File: config.mk
export PLATFORM = sky130hd
export DESIGN_NAME = pc_unit
export DESIGN_NICKNAME = d
export VERILOG_FILES = /design/src/rtl/pc_unit.sv
export SDC_FILE = /design/constraint.sdc
export NUM_CORES = 1
export LEC_CHECK = 0
export ABC_AREA = 1
export BUFFER_PORTS_ARGS = -buffer_cell sky130_fd_sc_hd__buf_2
export CAP_MARGIN = 40
export CELL_PAD_IN_SITES_DETAIL_PLACEMENT = 1
export CELL_PAD_IN_SITES_GLOBAL_PLACEMENT = 1
export CORE_MARGIN = 2
export CORE_UTILIZATION = 40
export CTS_CLUSTER_DIAMETER = 120
export DETAILED_ROUTE_END_ITERATION = 16
export GPL_ROUTABILITY_DRIVEN = 0
export PLACE_DENSITY = 0.81
export SLEW_MARGIN = 20
export SYNTH_ARGS = -nofsm -noshare
export SYNTH_HDL_FRONTEND = slang
export SYNTH_SLANG_ARGS = --single-unit
File: constraint.sdc
create_clock -name clk -period 4.34 [get_ports clk]
set_input_delay 1.085 -clock clk [delete_from_list [all_inputs] [get_ports clk]]
set_output_delay 1.085 -clock clk [all_outputs]
set_load 0.01 [all_outputs]
File: src/rtl/pc_unit.sv
// pc_unit: program counter register with a CALL/RET return-address stack
module pc_unit #(
    parameter int ADDR_W = 16,
    parameter int IMM_W = 10,
    parameter int DEPTH = 8,
    parameter logic [ADDR_W-1:0] RESET_PC = '0
) (
    input  logic              clk,
    input  logic              rst_n,
    input  logic              pc_write,
    input  logic [1:0]        pc_src,
    input  logic [IMM_W-1:0]  imm,
    input  logic [ADDR_W-1:0] jump_addr,
    input  logic              call,
    output logic [ADDR_W-1:0] pc,
    output logic [ADDR_W-1:0] stack_top,
    output logic              stack_empty,
    output logic              stack_full,
    output logic              stack_err
);
    localparam int AW = $clog2(DEPTH);
    localparam int SW = AW + 1;

    logic [ADDR_W-1:0] mem [DEPTH];
    logic [SW-1:0]     sp;
    logic [AW-1:0]     top_idx;
    logic [ADDR_W-1:0] pc_inc, pc_next;
    logic              is_call, is_ret, push, pop, err_set;

    // stack status and next-PC selection from the registered pc/sp
    always_comb begin
        stack_empty = sp == '0;
        stack_full = sp == SW'(DEPTH);
        top_idx = sp[AW-1:0] - AW'(1);
        stack_top = stack_empty ? '0 : mem[top_idx];
        pc_inc = pc + ADDR_W'(1);
        is_call = pc_src == 2'b10 && call;
        is_ret = pc_src == 2'b11;
        push = pc_write && is_call && !stack_full;
        pop = pc_write && is_ret && !stack_empty;
        err_set = pc_write && ((is_call && stack_full) || (is_ret && (stack_empty || call)));
        pc_next = pc_src == 2'b00 ? pc_inc :
                  pc_src == 2'b01 ? pc + {{(ADDR_W-IMM_W){imm[IMM_W-1]}}, imm} :
                  pc_src == 2'b10 ? jump_addr :
                  stack_empty ? pc_inc : stack_top;
    end

    // pc, stack pointer and sticky error commit only on pc_write
    always_ff @(posedge clk or negedge rst_n) begin
        if (!rst_n) begin
            pc <= RESET_PC;
            sp <= '0;
            stack_err <= 1'b0;
        end else if (pc_write) begin
            pc <= pc_next;
            sp <= push ? sp + SW'(1) : pop ? sp - SW'(1) : sp;
            if (err_set) stack_err <= 1'b1;
        end
    end

    // return-address storage; contents are not reset
    always_ff @(posedge clk) begin
        if (rst_n && push) mem[sp[AW-1:0]] <= pc_inc;
    end
endmodule

==> Yosys cells after proc, flatten, opt, wreduce, memory -nomap -nowiden <==
Memories as Yosys holds them, arrays and structs flattened.
Cells that the tools add are included.
{ "word_totals": {"out_inout_bits": 35, "ramBits": 128, "reg_bits": 21, "inputBits": 32, "elab_cells": 40, "mem_count": 1} }
{ "op_classes": {"n_reduce_logical": 18, "n_mux": 9, "add_sub_neg": 5, "eq_ne": 4} }
{ "memory_table": {"columns": ["name", "words", "word_bits", "rd", "rd_ports_with_merged_regs", "wr", "line_no", "source"], "rows": [
  ["mem", 8, 16, 1, 0, 1, "24", "logic [ADDR_W-1:0] mem [DEPTH];"]
]} }
{ "ops": {"columns": ["operator", "count"], "rows": [
  ["two-way mux 16 bit", 5],
  ["adder 16 x 1 -> 16 bit, second input constant", 1],
  ["adder 16 bit", 1],
  ["logical AND 1 bit", 9],
  ["two-way mux 4 bit", 2],
  ["adder 4 x 1 -> 4 bit, second input constant", 1],
  ["equality test 2 bit, second input constant", 2],
  ["equality test 4 bit, second input constant", 1],
  ["zero test 4 bit", 1],
  ["AND reduction 2 bit", 2],
  ["subtractor 4 x 1 -> 4 bit, second input constant", 1],
  ["subtractor 3 x 1 -> 3 bit, second input constant", 1],
  ["equality test 2 x 1 -> 1 bit, second input constant", 1],
  ["zero test 1 bit", 2],
  ["zero test 2 bit", 1],
  ["logical OR 1 bit", 2],
  ["two-way mux 1 bit", 2],
  ["nonzero test 2 bit", 1]
]} }

==> Logic depth before layout (Yosys ltp) <==
{ "logic_depth": {"ltp_word": 7, "ltp_mapped": 16, "mapped_depth_nobuf": 13} }

==> Worst setup path before layout <==
Ideal clock, no wire load.
{ "synth_timing": {"kind": "input to register", "from": "in pc_src[0]", "to": "mem mem[4][0] (enable)", "setup_ns": 0.409, "setup_slack_ns": 0.924, "required_ns": 3.931, "n_path_buf": 0, "stages": 7, "t_arrival_ns": 3.007, "path_cell_list": "inv_2 nand2_1 nor4_2 inv_1 nor2_2 nand2_1 nor3_1"} }
{ "synth_via": {"elab_chain_len": 7} }
{ "synth_lines": {"columns": ["item", "line_no", "source"], "rows": [
  ["start, declared", "11", "input logic [1:0] pc_src,"],
  ["equality test 2 bit", "37", "is_call = pc_src == 2'b10 && call;"],
  ["logical AND 1 bit", "37", null],
  ["logical AND 1 bit (2 in a row)", "39", "push = pc_write && is_call && !stack_full;"],
  ["logical AND 1 bit", "63", "if (rst_n && push) mem[sp[AW-1:0]] <= pc_inc;"],
  ["two-way mux 1 bit", "63", null],
  ["two-way mux 1 bit (implied by the code)", "63", null],
  ["end, declared", "24", null]
]} }
No other way between the ends.

==> Worst setup path in the final report <==
{ "layout_timing": {"from": "reg sp[1]", "to": "out stack_top[5]"} }
{ "layout_via": {"elab_chain_len": 3, "word_cells_on_any_way": 4, "cone_classes": "add/sub (1); mux (1); reduce/logical (1); memory (1)"} }
{ "layout_lines": {"columns": ["item", "line_no", "source"], "rows": [
  ["start, declared", "25", "logic [SW-1:0] sp;"],
  ["start signal, assigned", "56", "sp <= push ? sp + SW'(1) : pop ? sp - SW'(1) : sp;"],
  ["subtractor 3 x 1 -> 3 bit", "34", "top_idx = sp[AW-1:0] - AW'(1);"],
  ["memory read (8 x 16 bit)", null, null],
  ["two-way mux 16 bit *", "35", "stack_top = stack_empty ? '0 : mem[top_idx];"],
  ["end, declared", "16", "output logic [ADDR_W-1:0] stack_top,"]
]} }
Every way passes the cells marked *; elsewhere a longest branch is shown, timed or not.

==> reports/qor.yml <==
grt_pass1_wl_um: 40910
worst_ep_arrival_time_ns: 2.98
crit_type: "reg2out"
drc: 0
hold_path_depth: 1
die_area_sq_um: 21620
finalHoldViolations: 0
tightest_slew_ns: 0.7653
status: "complete, no violations"
syn_to_final_growth_pct: 14.25
place.port_buffers: 66
synth.distinct_cells: 39
viasPerCell: 5.364
worstPathMaxFanout: 18
grt_pass1_vias: 7299
drive_above_1_share_pct: 14.79
relSlewSlack_pct: 48.98
drt_pass1_iterations: 5
seq_area_frac_synth_pct: 53.38
dp_hpwl_um: 17830
io_pins: 67
tns_ns: 0
rsz0062_at_grt: "false"
finalSetupViolCount: 0
synth.area.top_cells: "edfxtp_1 47%, nand2_1 11%, nor2_1 6.5%, dfrtp_1 6.4%, o21ai_0 5.3%"
place_area_sq_um: 8746
p_leak_nw: 4.033
total_power_mw: 7.517
synth_fp_nets: 992
syn_inst: 939
drt_first_iter_violations: 602
postCtsHoldBufs: 0
grtUsageTotal_pct: 24.49
syn_area_sq_um: 8185
r2r-start: "sp[1]"
clockBufferDepth: 2
fin_nets: 1062
ys_seq_elements: 149
drt_wl_total_um: 25650
clkTransAtPathRegs_ns: 0.07
worst_clock_skew_ns: 0.009391
clockRootBuffer: "clkbuf_16"
num_vias: 6925
finalInstanceArea_sq_um: 9351
grt_antenna_before_repair: 0
fmax_mhz: 245.9
cp-end-kind: "primary output"
period_minus_slack_ns: 4.066
cap_violations: 0
htree_levels: 4
cts_tree: "yes"
drv_slew: 0
initial_utilization_pct: 40.58
reg2regPathDepth: 10
holdWs_ns: 0.4900
synth.avg_cell_area_sq_um: 8.717
crit_start: "sp[1]"
die_h_um: 147.1
clock_latency_ns: 0.43
worstSetupStartpointType: "register"
cts_buffers: 17
min-delay-start: "stack_err"
num_antenna_cells: 0
synth_area_leader_cell: "edfxtp_1"
p_per_area_nw_per_um2: 803.8
ir_worst_vdd_mv: 0.3950
grt_start_max_net_pins: 69
cts.sinks: 149
ant_nets: 0
synth_top_area_share_pct: 46.96
hold_class: "reg2reg"
wl_per_cell_um: 19.87
cts-resized-gates: 0
ys_warn_count: 0
required_ns: 3.25
post-route-period-util_pct: 93.70
cts_setup_buffers: 0
rows: 52
core_area_sq_um: 20170
grt_overflow: 0
die_w_um: 147.1
-- report_power, final --
| group | internal, mW | switching, mW |
|---|---|---|
| sequential | 1.83 | 0.201 |
| clock | 0.862 | 0.653 |
| combinational | 1.21 | 2.76 |
-- state kept, by name (all words and copies together), names as in the netlist --
register	cells
mem	128
pc	16
sp	4
stack_err	1
-- final timing paths --
| path | slack (ns) | to |
|---|---|---|
| hold / removal | 0.49 | stack_err |
| hold reg to reg | 0.49 | stack_err |
| min in group asynchronous | 0.65 | pc[1] |
| setup reg to reg | 1.32 | mem[2][8] |
| max in group asynchronous | 3.28 | sp[0] |
| setup / recovery | 0.27 | stack_top[5] |
-- layout make-up --
cell class                      instances  area (sq um)
Multi-Input combinational cell        645          3159
Sequential cell                       149          4370
Tap cell                              270         337.8
Fill cell                            2404         10820
Inverter                              111         416.7
Clock buffer                           17         425.4
Clock inverter                         14         165.2
Timing Repair Buffer                   85         476.7
-- kinds of logic after synthesis --
family          after synthesis  share of synthesized area [%]
fa+ha+maj                    21                          3.394
flops                       149                          53.38
compound gates              139                          9.340
xor+xnor                     12                          1.559
buf+inv                     145                          8.147
simple gates                473                          24.18
-- placed cells by master (no fill, tap or decap), types with 18 or more instances in the layout --
master	n
nand3_1	62
dfrtp_1	20
edfxtp_1	128
o21ai_0	87
buf_2	66
nand2_1	234
nor2_1	141
inv_1	104
ha_1	19
a21oi_1	18
-- per-layer routing --
layer	GRT usage, %	share of wire [%]	vias up
li1	-	-	3240
met1	30.57	42	3408
met2	42.73	51	228
met3	3.385	4.2	49
met4	10.34	3.0	0
met5	0	0	-
-- cells in the mapped netlist --
cell	number
o21ai_2	1
o21ai_0	87
ha_1	19
nor2_2	5
nand3_2	3
nand2_1	234
a31oi_1	1
nor2_4	4
o22ai_1	3
buf_6	12
o21ai_1	7
nor4_2	1
o211ai_2	1
nand4_1	6
o21bai_1	4
clkbuf_1	2
or2_2	1
nand3_1	62
buf_4	3
clkbuf_2	1
nor2_1	141
xnor2_2	2
o211ai_1	16
xor2_2	1
dfrtp_1	21
nand2_2	7
inv_1	104
xnor2_1	3
and2_1	2
edfxtp_1	128
fa_1	2
xor2_1	6
a21oi_1	18
nor3_1	4
a211oi_1	1
clkinv_1	1
buf_2	16
nand3b_1	3
inv_2	6
-- worst max-delay path: stages (launching register included) --
cell	delay, ns
dfrtp_1	0.54
inv_1	0.14
ha_1	0.34
buf_4	0.22
inv_2	0.34
nor2_1	0.09
o21ai_0	0.08
nand2_1	0.12
o211ai_1	0.44
inv_1	0.08
buf_2	0.15
-- metrics by stage --
stage | cells | utilization (%) | setup slack (ns)
after CTS | 1289 | 46.29 | 0.3109
after floorplan | 939 | - | 0.9237
final | 1291 | 46.36 | 0.2736
after global routing | 1291 | 46.36 | 0.1657
after detailed placement | 1258 | 43.36 | 0.8255
after global placement | 1257 | 43.31 | 0.7963
Power figures use the tool's default switching activity.
